## src/rtl/shot_link_if.sv

```systemverilog
// shot_link_if: game-side request/result signals plus the UART byte channels of the link scheduler
interface shot_link_if;
  logic       shot_req;
  logic [7:0] shot_addr;
  logic       shot_ack;
  logic       reply_req;
  logic       reply_hit;
  logic       reply_ack;
  logic [7:0] tx_data;
  logic       tx_valid;
  logic       tx_ready;
  logic [7:0] rx_data;
  logic       rx_valid;
  logic       rx_shot_valid;
  logic [7:0] rx_shot_addr;
  logic       result_valid;
  logic       result_hit;
  logic       busy;
  logic       timeout;
  modport master (
    output shot_req, shot_addr, reply_req, reply_hit, tx_ready, rx_data, rx_valid,
    input  shot_ack, reply_ack, tx_data, tx_valid, rx_shot_valid, rx_shot_addr,
           result_valid, result_hit, busy, timeout
  );
  modport slave (
    input  shot_req, shot_addr, reply_req, reply_hit, tx_ready, rx_data, rx_valid,
    output shot_ack, reply_ack, tx_data, tx_valid, rx_shot_valid, rx_shot_addr,
           result_valid, result_hit, busy, timeout
  );
endinterface

```

## src/rtl/shot_link_ctl.sv

```systemverilog
// shot_link_ctl: shares UART TX between shot and reply frames, decodes RX frames, times out our shot (LINK_RETRY_EN enables resends)
module shot_link_ctl #(
  parameter int TIMEOUT_CYCLES = 6_500_000,
  parameter int RETRY_MAX      = 3
) (
  input logic        clk,
  input logic        rst,
  shot_link_if.slave bus
);
`ifdef LINK_RETRY_EN
  localparam int RETRIES = RETRY_MAX;
`else
  localparam int RETRIES = 0;
`endif
  localparam int CW = $clog2(TIMEOUT_CYCLES);
  localparam int RW = (RETRIES > 0) ? $clog2(RETRIES + 1) : 1;
  localparam logic [CW-1:0] CNT_LAST = CW'(TIMEOUT_CYCLES - 1);
  localparam logic [7:0] HDR_SHOT  = 8'hA5;
  localparam logic [7:0] HDR_REPLY = 8'h5A;
  typedef enum logic [1:0] {TX_IDLE, TX_HDR, TX_PAY} tx_st_t;
  typedef enum logic [1:0] {RX_IDLE, RX_SHOT, RX_REPLY} rx_st_t;
  typedef enum logic [1:0] {SRC_NONE, SRC_SHOT, SRC_REPLY, SRC_RESEND} src_t;
  tx_st_t        r_tx_st, w_tx_nxt;
  src_t          r_src, w_src_nxt;
  logic          r_tx_valid, w_txv_nxt;
  logic [7:0]    r_tx_data, w_txd_nxt;
  logic [7:0]    r_addr;
  logic          r_hit;
  rx_st_t        r_rx_st, w_rx_nxt;
  logic          r_rx_shot_valid, r_result_valid, r_result_hit, r_busy, r_timeout;
  logic [7:0]    r_rx_shot_addr;
  logic [CW-1:0] r_cnt;
  logic [RW-1:0] r_retry;
  logic          r_pend;
  logic          w_pay_done, w_shot_done, w_resend_done, w_rx_shot, w_res_ok, w_expire, w_give_up;
  assign w_pay_done    = r_tx_st == TX_PAY && bus.tx_ready;
  assign w_shot_done   = w_pay_done && r_src == SRC_SHOT;
  assign w_resend_done = w_pay_done && r_src == SRC_RESEND;
  assign w_rx_shot     = r_rx_st == RX_SHOT && bus.rx_valid;
  assign w_res_ok      = r_rx_st == RX_REPLY && bus.rx_valid && r_busy && bus.rx_data[7:1] == 7'd0;
  // counter is frozen while a resend is queued or in flight; a reply landing on expiry wins
  assign w_expire      = r_busy && !r_pend && r_cnt == CNT_LAST && !w_res_ok;
  assign w_give_up     = w_expire && r_retry == RW'(RETRIES);
  // TX next state: reply first, then a queued resend, then a fresh shot when none is outstanding
  always_comb begin
    w_tx_nxt  = r_tx_st;
    w_src_nxt = r_src;
    w_txv_nxt = r_tx_valid;
    w_txd_nxt = r_tx_data;
    case (r_tx_st)
      TX_IDLE: begin
        w_src_nxt = bus.reply_req ? SRC_REPLY : r_pend ? SRC_RESEND :
                    (bus.shot_req && !r_busy) ? SRC_SHOT : SRC_NONE;
        w_tx_nxt  = (w_src_nxt == SRC_NONE) ? TX_IDLE : TX_HDR;
        w_txv_nxt = w_src_nxt != SRC_NONE;
        w_txd_nxt = (w_src_nxt == SRC_NONE) ? 8'h00 : (w_src_nxt == SRC_REPLY) ? HDR_REPLY : HDR_SHOT;
      end
      TX_HDR: if (bus.tx_ready) begin
        w_tx_nxt  = TX_PAY;
        w_txd_nxt = (r_src == SRC_REPLY) ? {7'd0, r_hit} : r_addr;
      end
      TX_PAY: if (bus.tx_ready) begin
        w_tx_nxt  = TX_IDLE;
        w_src_nxt = SRC_NONE;
        w_txv_nxt = 1'b0;
        w_txd_nxt = 8'h00;
      end
      default: w_tx_nxt = TX_IDLE;
    endcase
  end
  // TX state, registered byte output and the payload latched when a source is selected
  always_ff @(posedge clk or posedge rst) begin
    if (rst) begin
      r_tx_st    <= TX_IDLE;
      r_src      <= SRC_NONE;
      r_tx_valid <= 1'b0;
      r_tx_data  <= 8'h00;
      r_addr     <= 8'h00;
      r_hit      <= 1'b0;
    end else begin
      r_tx_st    <= w_tx_nxt;
      r_src      <= w_src_nxt;
      r_tx_valid <= w_txv_nxt;
      r_tx_data  <= w_txd_nxt;
      if (r_tx_st == TX_IDLE && w_src_nxt == SRC_SHOT) r_addr <= bus.shot_addr;
      if (r_tx_st == TX_IDLE && w_src_nxt == SRC_REPLY) r_hit <= bus.reply_hit;
    end
  end
  // RX next state: header selects frame type, the following byte is always payload
  always_comb begin
    w_rx_nxt = r_rx_st;
    if (bus.rx_valid)
      w_rx_nxt = (r_rx_st != RX_IDLE) ? RX_IDLE : (bus.rx_data == HDR_SHOT) ? RX_SHOT :
                 (bus.rx_data == HDR_REPLY) ? RX_REPLY : RX_IDLE;
  end
  // RX state and the registered event strobes with their held values
  always_ff @(posedge clk or posedge rst) begin
    if (rst) begin
      r_rx_st         <= RX_IDLE;
      r_rx_shot_valid <= 1'b0;
      r_rx_shot_addr  <= 8'h00;
      r_result_valid  <= 1'b0;
      r_result_hit    <= 1'b0;
    end else begin
      r_rx_st         <= w_rx_nxt;
      r_rx_shot_valid <= w_rx_shot;
      r_result_valid  <= w_res_ok;
      if (w_rx_shot) r_rx_shot_addr <= bus.rx_data;
      if (w_res_ok) r_result_hit <= bus.rx_data[0];
    end
  end
  // outstanding-shot tracking: busy flag, reply timer, resend queue and retry count
  always_ff @(posedge clk or posedge rst) begin
    if (rst) begin
      r_busy    <= 1'b0;
      r_timeout <= 1'b0;
      r_cnt     <= '0;
      r_retry   <= '0;
      r_pend    <= 1'b0;
    end else begin
      r_busy    <= w_shot_done ? 1'b1 : (w_res_ok || w_give_up) ? 1'b0 : r_busy;
      r_timeout <= w_give_up;
      r_cnt     <= (!r_busy || r_pend || w_expire || w_res_ok) ? '0 : r_cnt + 1'b1;
      r_retry   <= w_shot_done ? '0 : (w_expire && !w_give_up) ? r_retry + 1'b1 : r_retry;
      r_pend    <= (w_res_ok || w_resend_done) ? 1'b0 : (w_expire && !w_give_up) ? 1'b1 : r_pend;
    end
  end
  assign bus.shot_ack      = w_shot_done;
  assign bus.reply_ack     = w_pay_done && r_src == SRC_REPLY;
  assign bus.tx_valid      = r_tx_valid;
  assign bus.tx_data       = r_tx_data;
  assign bus.rx_shot_valid = r_rx_shot_valid;
  assign bus.rx_shot_addr  = r_rx_shot_addr;
  assign bus.result_valid  = r_result_valid;
  assign bus.result_hit    = r_result_hit;
  assign bus.busy          = r_busy;
  assign bus.timeout       = r_timeout;
endmodule
```

## src/flat_wrapper.sv

```systemverilog
// flat-port wrapper written by rule: the top's interface ports become plain ports
module shot_link_ctl_flat 
#(
  parameter int TIMEOUT_CYCLES = 6_500_000,
  parameter int RETRY_MAX      = 3
)
  (clk, rst, bus_shot_req, bus_shot_addr, bus_reply_req, bus_reply_hit, bus_tx_ready, bus_rx_data, bus_rx_valid, bus_shot_ack, bus_reply_ack, bus_tx_data, bus_tx_valid, bus_rx_shot_valid, bus_rx_shot_addr, bus_result_valid, bus_result_hit, bus_busy, bus_timeout);
  shot_link_if bus_i ();
  input logic clk;
  input logic rst;
  input wire logic [$bits(bus_i.shot_req)-1:0] bus_shot_req;
  input wire logic [$bits(bus_i.shot_addr)-1:0] bus_shot_addr;
  input wire logic [$bits(bus_i.reply_req)-1:0] bus_reply_req;
  input wire logic [$bits(bus_i.reply_hit)-1:0] bus_reply_hit;
  input wire logic [$bits(bus_i.tx_ready)-1:0] bus_tx_ready;
  input wire logic [$bits(bus_i.rx_data)-1:0] bus_rx_data;
  input wire logic [$bits(bus_i.rx_valid)-1:0] bus_rx_valid;
  output wire logic [$bits(bus_i.shot_ack)-1:0] bus_shot_ack;
  output wire logic [$bits(bus_i.reply_ack)-1:0] bus_reply_ack;
  output wire logic [$bits(bus_i.tx_data)-1:0] bus_tx_data;
  output wire logic [$bits(bus_i.tx_valid)-1:0] bus_tx_valid;
  output wire logic [$bits(bus_i.rx_shot_valid)-1:0] bus_rx_shot_valid;
  output wire logic [$bits(bus_i.rx_shot_addr)-1:0] bus_rx_shot_addr;
  output wire logic [$bits(bus_i.result_valid)-1:0] bus_result_valid;
  output wire logic [$bits(bus_i.result_hit)-1:0] bus_result_hit;
  output wire logic [$bits(bus_i.busy)-1:0] bus_busy;
  output wire logic [$bits(bus_i.timeout)-1:0] bus_timeout;
  assign bus_i.shot_req = bus_shot_req;
  assign bus_i.shot_addr = bus_shot_addr;
  assign bus_i.reply_req = bus_reply_req;
  assign bus_i.reply_hit = bus_reply_hit;
  assign bus_i.tx_ready = bus_tx_ready;
  assign bus_i.rx_data = bus_rx_data;
  assign bus_i.rx_valid = bus_rx_valid;
  assign bus_shot_ack = bus_i.shot_ack;
  assign bus_reply_ack = bus_i.reply_ack;
  assign bus_tx_data = bus_i.tx_data;
  assign bus_tx_valid = bus_i.tx_valid;
  assign bus_rx_shot_valid = bus_i.rx_shot_valid;
  assign bus_rx_shot_addr = bus_i.rx_shot_addr;
  assign bus_result_valid = bus_i.result_valid;
  assign bus_result_hit = bus_i.result_hit;
  assign bus_busy = bus_i.busy;
  assign bus_timeout = bus_i.timeout;
  shot_link_ctl #(.TIMEOUT_CYCLES(TIMEOUT_CYCLES), .RETRY_MAX(RETRY_MAX)) u_core (.clk(clk), .rst(rst), .bus(bus_i));
endmodule
```

## config.mk

```make
export PLATFORM = sky130hd
export DESIGN_NAME = shot_link_ctl_flat
export DESIGN_NICKNAME = d
export VERILOG_FILES = /design/src/rtl/shot_link_if.sv /design/src/rtl/shot_link_ctl.sv /design/src/flat_wrapper.sv
export SDC_FILE = /design/constraint.sdc
export NUM_CORES = 1
export LEC_CHECK = 0
export BUFFER_PORTS_ARGS = -buffer_cell sky130_fd_sc_hd__buf_2
export CORE_UTILIZATION = 45
export DETAILED_ROUTE_END_ITERATION = 6
export HOLD_SLACK_MARGIN = 0.12
export PLACE_DENSITY_LB_ADDON = 0.12
export SLEW_MARGIN = 20
export SYNTH_ARGS = -nofsm -noshare
export SYNTH_HDL_FRONTEND = slang
export SYNTH_SLANG_ARGS = --single-unit
export TNS_END_PERCENT = 5
```

## constraint.sdc

```tcl
create_clock -name clk -period 5.6 [get_ports clk]
set_clock_uncertainty 0.05 [all_clocks]
set_input_delay 0.28 -clock clk [delete_from_list [all_inputs] [get_ports clk]]
set_output_delay 0.28 -clock clk [all_outputs]
set_load 0.1 [all_outputs]
```

; Word level (Yosys, flattened, before mapping)
; Index checks and enable logic that the tools add are counted.
[totals]
regBits = 62
wordCells = 99
[op_classes]
n_addsub = 2
n_eq_ne = 15
n_mux = 27
bitwise = 1
reduce_logical = 38
[op_table]
columns = cell, n
row1 = $mux 8, 5
row2 = $pmux 8 s3, 1
row3 = $add 23x1->23 const B, 1
row4 = $eq 23x23->1 const B, 1
row5 = $mux 23, 1
row6 = $logic_and 1x1->1, 16
row7 = $mux 2, 8
row8 = $eq 2x2->1 const B, 6
row9 = $reduce_bool 2->1, 6
row10 = $mux 1, 9
row11 = $eq 2x1->1 const B, 4
row12 = $eq 8x7->1 const B, 1
row13 = $eq 8x8->1 const B, 1
row14 = $logic_not 7->1, 1
row15 = $pmux 2 s3, 1
row16 = $logic_or 1x1->1, 5
row17 = $logic_not 1->1, 4
row18 = $logic_not 2->1, 2
row19 = $ne 2x2->1 const B, 2
row20 = $pmux 2 s2, 1
row21 = $reduce_and 2->1, 2
row22 = $reduce_and 3->1, 1
row23 = $reduce_bool 3->1, 1
row24 = $pmux 1 s2, 1
row25 = other kinds (2), 2

; Longest topological paths before layout
[logic_depth]
ltp_word = 11
depth_mapped = 6
ltp_nobuf = 6

; Least setup slack after synthesis
; No wires, ideal clock.
[synth_timing]
path_type = register to output
from = reg u_core.r_tx_st[0]
to = out bus_shot_ack
arrival_time_ps = 2109
setup_slack_ps = 3161
path_stages_with_launch = 5
n_path_buf = 0
cell_sequence = dfrtp_1 > inv_1 > ha_1 > nand3_1 > nor2_1
[synth_between]
elab_chain_cells = 3
[synth_rtl]
columns = item, line
row1 = from (decl), shot_link_ctl.sv:23  ; tx_st_t r_tx_st, w_tx_nxt;
row2 = from (signal assigned), shot_link_ctl.sv:81  ; r_tx_st <= w_tx_nxt;
row3 = $eq 2x2->1, shot_link_ctl.sv:36  ; assign w_pay_done = r_tx_st == TX_PAY && bus.tx_ready;
row4 = $logic_and 1x1->1, shot_link_ctl.sv:36
row5 = $logic_and 1x1->1, shot_link_ctl.sv:37  ; assign w_shot_done = w_pay_done && r_src == SRC_SHOT;
row6 = to (decl), flat_wrapper.sv:18  ; output wire logic [$bits(bus_i.shot_ack)-1:0] bus_shot_ack;
; Every way passes these cells.

; Final worst setup path
[layout_timing]
from = reg u_core.r_cnt[0]
to = reg u_core.r_cnt[4]
[layout_between]
elab_chain_cells = 6
elab_cells_between_ends = 7
classes_between = 1 x add/sub / 1 x eq/ne / 1 x mux / 4 x reduce/logical
[layout_rtl]
columns = item, line
row1 = from (decl), shot_link_ctl.sv:32  ; logic [CW-1:0] r_cnt;
row2 = from (signal assigned), shot_link_ctl.sv:123  ; r_cnt <= (!r_busy || r_pend || w_expire || w_res_ok) ? '0 : r_cnt + 1'b1;
row3 = "parallel branches: the longest is 5 deep, another holds $add 23x1->23", -
row4 = $mux 23 (*), shot_link_ctl.sv:123
; Every way passes the cells marked *.
; A chain may end at the register's enable or synchronous reset.

==> out/results.tsv <==
stage	metric	value	unit
synth	synth.distinct_cells	47	
synth	synth_area	2980	um2
route	wirelength	5.98	mm
route	drcViolationCount	0	
synth	synth_edf_count	0	
sta	finalMaxSlewViolations	0	
placed_design	hpwl	4.19	mm
power	cellLeakagePower	0.00164	uW
power	switching_share	41.5	%
min_path	hold_path_class	in2async	
grt	grt_pass1_vias	2257	
final_layout	final_core_util	56.0	%
setup_path	reg2reg_to	u_core.r_cnt[4]	
route	met1_length	3.12	mm
synth	synth-main-ff-cell	dfrtp_1	
cts	clk_pin_slew	0.07	ns
power	p_comb_share	38.4	%
floorplan	io_pins	47	
cts	clk_root_buffer_cell	clkbuf_8	
placed_design	portBuffers	46	
floorplan	num_rows	29	
route	vias_per_cell	5.45	
sta	fmax	426	MHz
outcome	status	completed	
route	routed-wl-met2	2.60	mm
placed_design	gp_congestion	0.794	
final_layout	final-seq-area	1550	um2
power	p_seq_share	35.0	%
final_layout	num-fill-cells	576	
setup_path	cp.required	5.72	ns
sta	grt_setup_unrepaired	no	
route	drtIter0Drc	122	
grt	grt_max_degree	63	
sta	post-route-period-util	42.0	%
sta	setup_violations	0	
synth	ys_seq_elements	62	
route	top_layer_used	met4	
floorplan	die_h	83.4	um
setup_path	crit_type	reg2reg	
cts	cts-resized-gates	0	
floorplan	dieArea	6960	um2
cts	cts_buffers	9	
sta	min_period	2.35	ns
final_layout	layout_commonest_cell	dfrtp_1	
grt	grt_pass1_wl	10.5	mm
grt	grt_antenna_before_repair	0	
synth	ys_seq_area_share	52.0	%
synth	syn-num-nets	305	
synth	avgSynthCellArea	10.7	um2
setup_path	ff2ff_path_depth	5	
final_layout	area_growth	19.9	%
final_layout	diodes	0	
floorplan	die-width	83.4	um
synth	synth_warnings	0	
power	ir_drop	0.344	mV
route	vias	2267	
final_layout	drive_above_1_share	26.8	%
route	ant_nets	0	
power	cellPowerDensity	477	nW/um2
power	power.internal	997	uW
sta	hold_violations	0	
power	switching_power	707	uW
final_layout	multi_input_area	1350	um2
setup_path	cp-startpoint	u_core.r_cnt[0]	
cts	clockBufferDepth	2	
floorplan	initial_utilization	46.7	%
power	p_clk_share	26.6	%
final_layout	most-common-layout-cells	dfrtp_1, buf_2, nor2_1	
setup_path	worstPathArrival	2.47	ns
setup_path	start_kind	flip-flop	
sta	slew_headroom	36.7	%
cts	cts_tree	done	
setup_path	end_kind	flip-flop	
synth	async_flop_share	100	%
setup_path	r2r_start	u_core.r_cnt[0]	
route	dr_wl_met3	180	um
final_layout	final_nets	361	
grt	grt_overflow	0	
run	maxCapViolCount	0	
sta	tightest_slew	0.949	ns
grt	gr-usage-all-layers	19.2	%
route	first_pass_iters	4	
route	wire_per_inst	14.4	um
cts	clock_latency	0.33	ns
synth	synth_cells	278	
sta	final.setup.tns	0	ns
cts	cts_sinks	62	
setup_path	r2r_slack	3.25	ns
setup_path	crit_fanout	23	
floorplan	core	6390	um2
cts	htreeDepth	3	
## timing repair
item / 4_1_cts / 5_1_grt
endpoints found under the hold margin: 7 / 1
buffers inserted: 0 / 0
hold buffers: 6 / 1
## per-layer routing
layer,GRT usage [%],up-vias
met3,4.17,7
met5,0,-
li1,-,1116
met2,27.9,49
met4,8.78,0
met1,27.6,1095
## final cells by class
| type | count | area share, % |
|---|---|---|
| Clock buffer | 13 | 4.72 |
| Clock inverter | 3 | 1.82 |
| Inverter | 11 | 1.15 |
| Multi-Input combinational cell | 196 | 37.6 |
| Sequential cell | 62 | 43.4 |
| Tap cell | 77 | 2.69 |
| Timing Repair Buffer | 54 | 8.61 |
## power by group through the flow
| stage | Clock, uW | Sequential [uW] | Combinational (uW) |
|---|---|---|---|
| 2_1_floorplan | 0 | 853 | 282 |
| 5_1_grt | 487 | 611 | 703 |
| 4_1_cts | 465 | 597 | 659 |
| 6_report | 454 | 597 | 654 |
| 3_3_place_gp | 0 | 602 | 648 |
| 3_5_place_dp | 0 | 605 | 654 |
## per-stage QoR
step / area, um2 / instances / setup slack, ns / hold slack (ns) / total power [uW]
floorplan: 2980 / 278 / 3.16 / 0.323 / 1130
global placement: 3270 / 393 / 3.34 / 0.407 / 1250
detailed placement: 3270 / 393 / 3.27 / 0.412 / 1260
CTS: 3570 / 415 / 3.26 / 0.122 / 1720
global route: 3580 / 416 / 3.08 / 0.123 / 1800
finish: 3580 / 416 / 3.25 / 0.104 / 1700
## cell usage after synthesis (6+ instances only)
library cell | count | area, um2
inv_1 | 11 | 41.3
a21oi_1 | 18 | 90.1
mux2_2 | 19 | 214
xnor2_1 | 8 | 70.1
o31ai_1 | 6 | 45.0
o21ai_0 | 9 | 45.0
nor2_1 | 27 | 101
nand2_1 | 23 | 86.3
nand3_1 | 12 | 60.1
or4_1 | 6 | 45.0
nand4_1 | 8 | 50.1
dfrtp_1 | 62 | 1550
## flip-flops by register name, indices dropped and copies added (netlist names)
signal and cells:
u_core.r_pend 1, u_core.r_rx_st 2, u_core.bus.tx_valid 1, u_core.r_retry 1
u_core.bus.rx_shot_valid 1, u_core.bus.rx_shot_addr 8, u_core.bus.tx_data 8, u_core.bus.result_hit 1
u_core.bus.timeout 1, u_core.r_cnt 23, u_core.bus.busy 1, u_core.r_addr 8
u_core.bus.result_valid 1, u_core.r_hit 1, u_core.r_src 2, u_core.r_tx_st 2
## cells by family after synthesis
logic type                 Yosys count  synth area share (%)
and+or+nand+nor                    111                  20.8
DFF                                 62                  52.0
AOI/OAI and AO/OA                   45                  9.90
muxes                               23                  8.56
buffers and inverters               20                  3.19
xor gates and xnor gates            13                  3.82
adders and majority gates            4                  1.68
## worst max-delay path, cell delays in order, from the launching register on
cell	delay, ns
dfrtp_1	0.38
ha_1	0.29
and4_4	0.29
nand4_2	0.17
o31ai_4	0.87
nor2_1	0.13
## worst max-delay path by stage
stage	to	cells past startpoint
after floorplan	bus_shot_ack	4
after global placement	u_core.r_cnt[2]	5
after detailed placement	u_core.r_cnt[4]	5
after CTS	u_core.r_cnt[4]	5
after global routing	u_core.r_cnt[14]	5
final	u_core.r_cnt[4]	5
(Power assumes the default switching activity.)
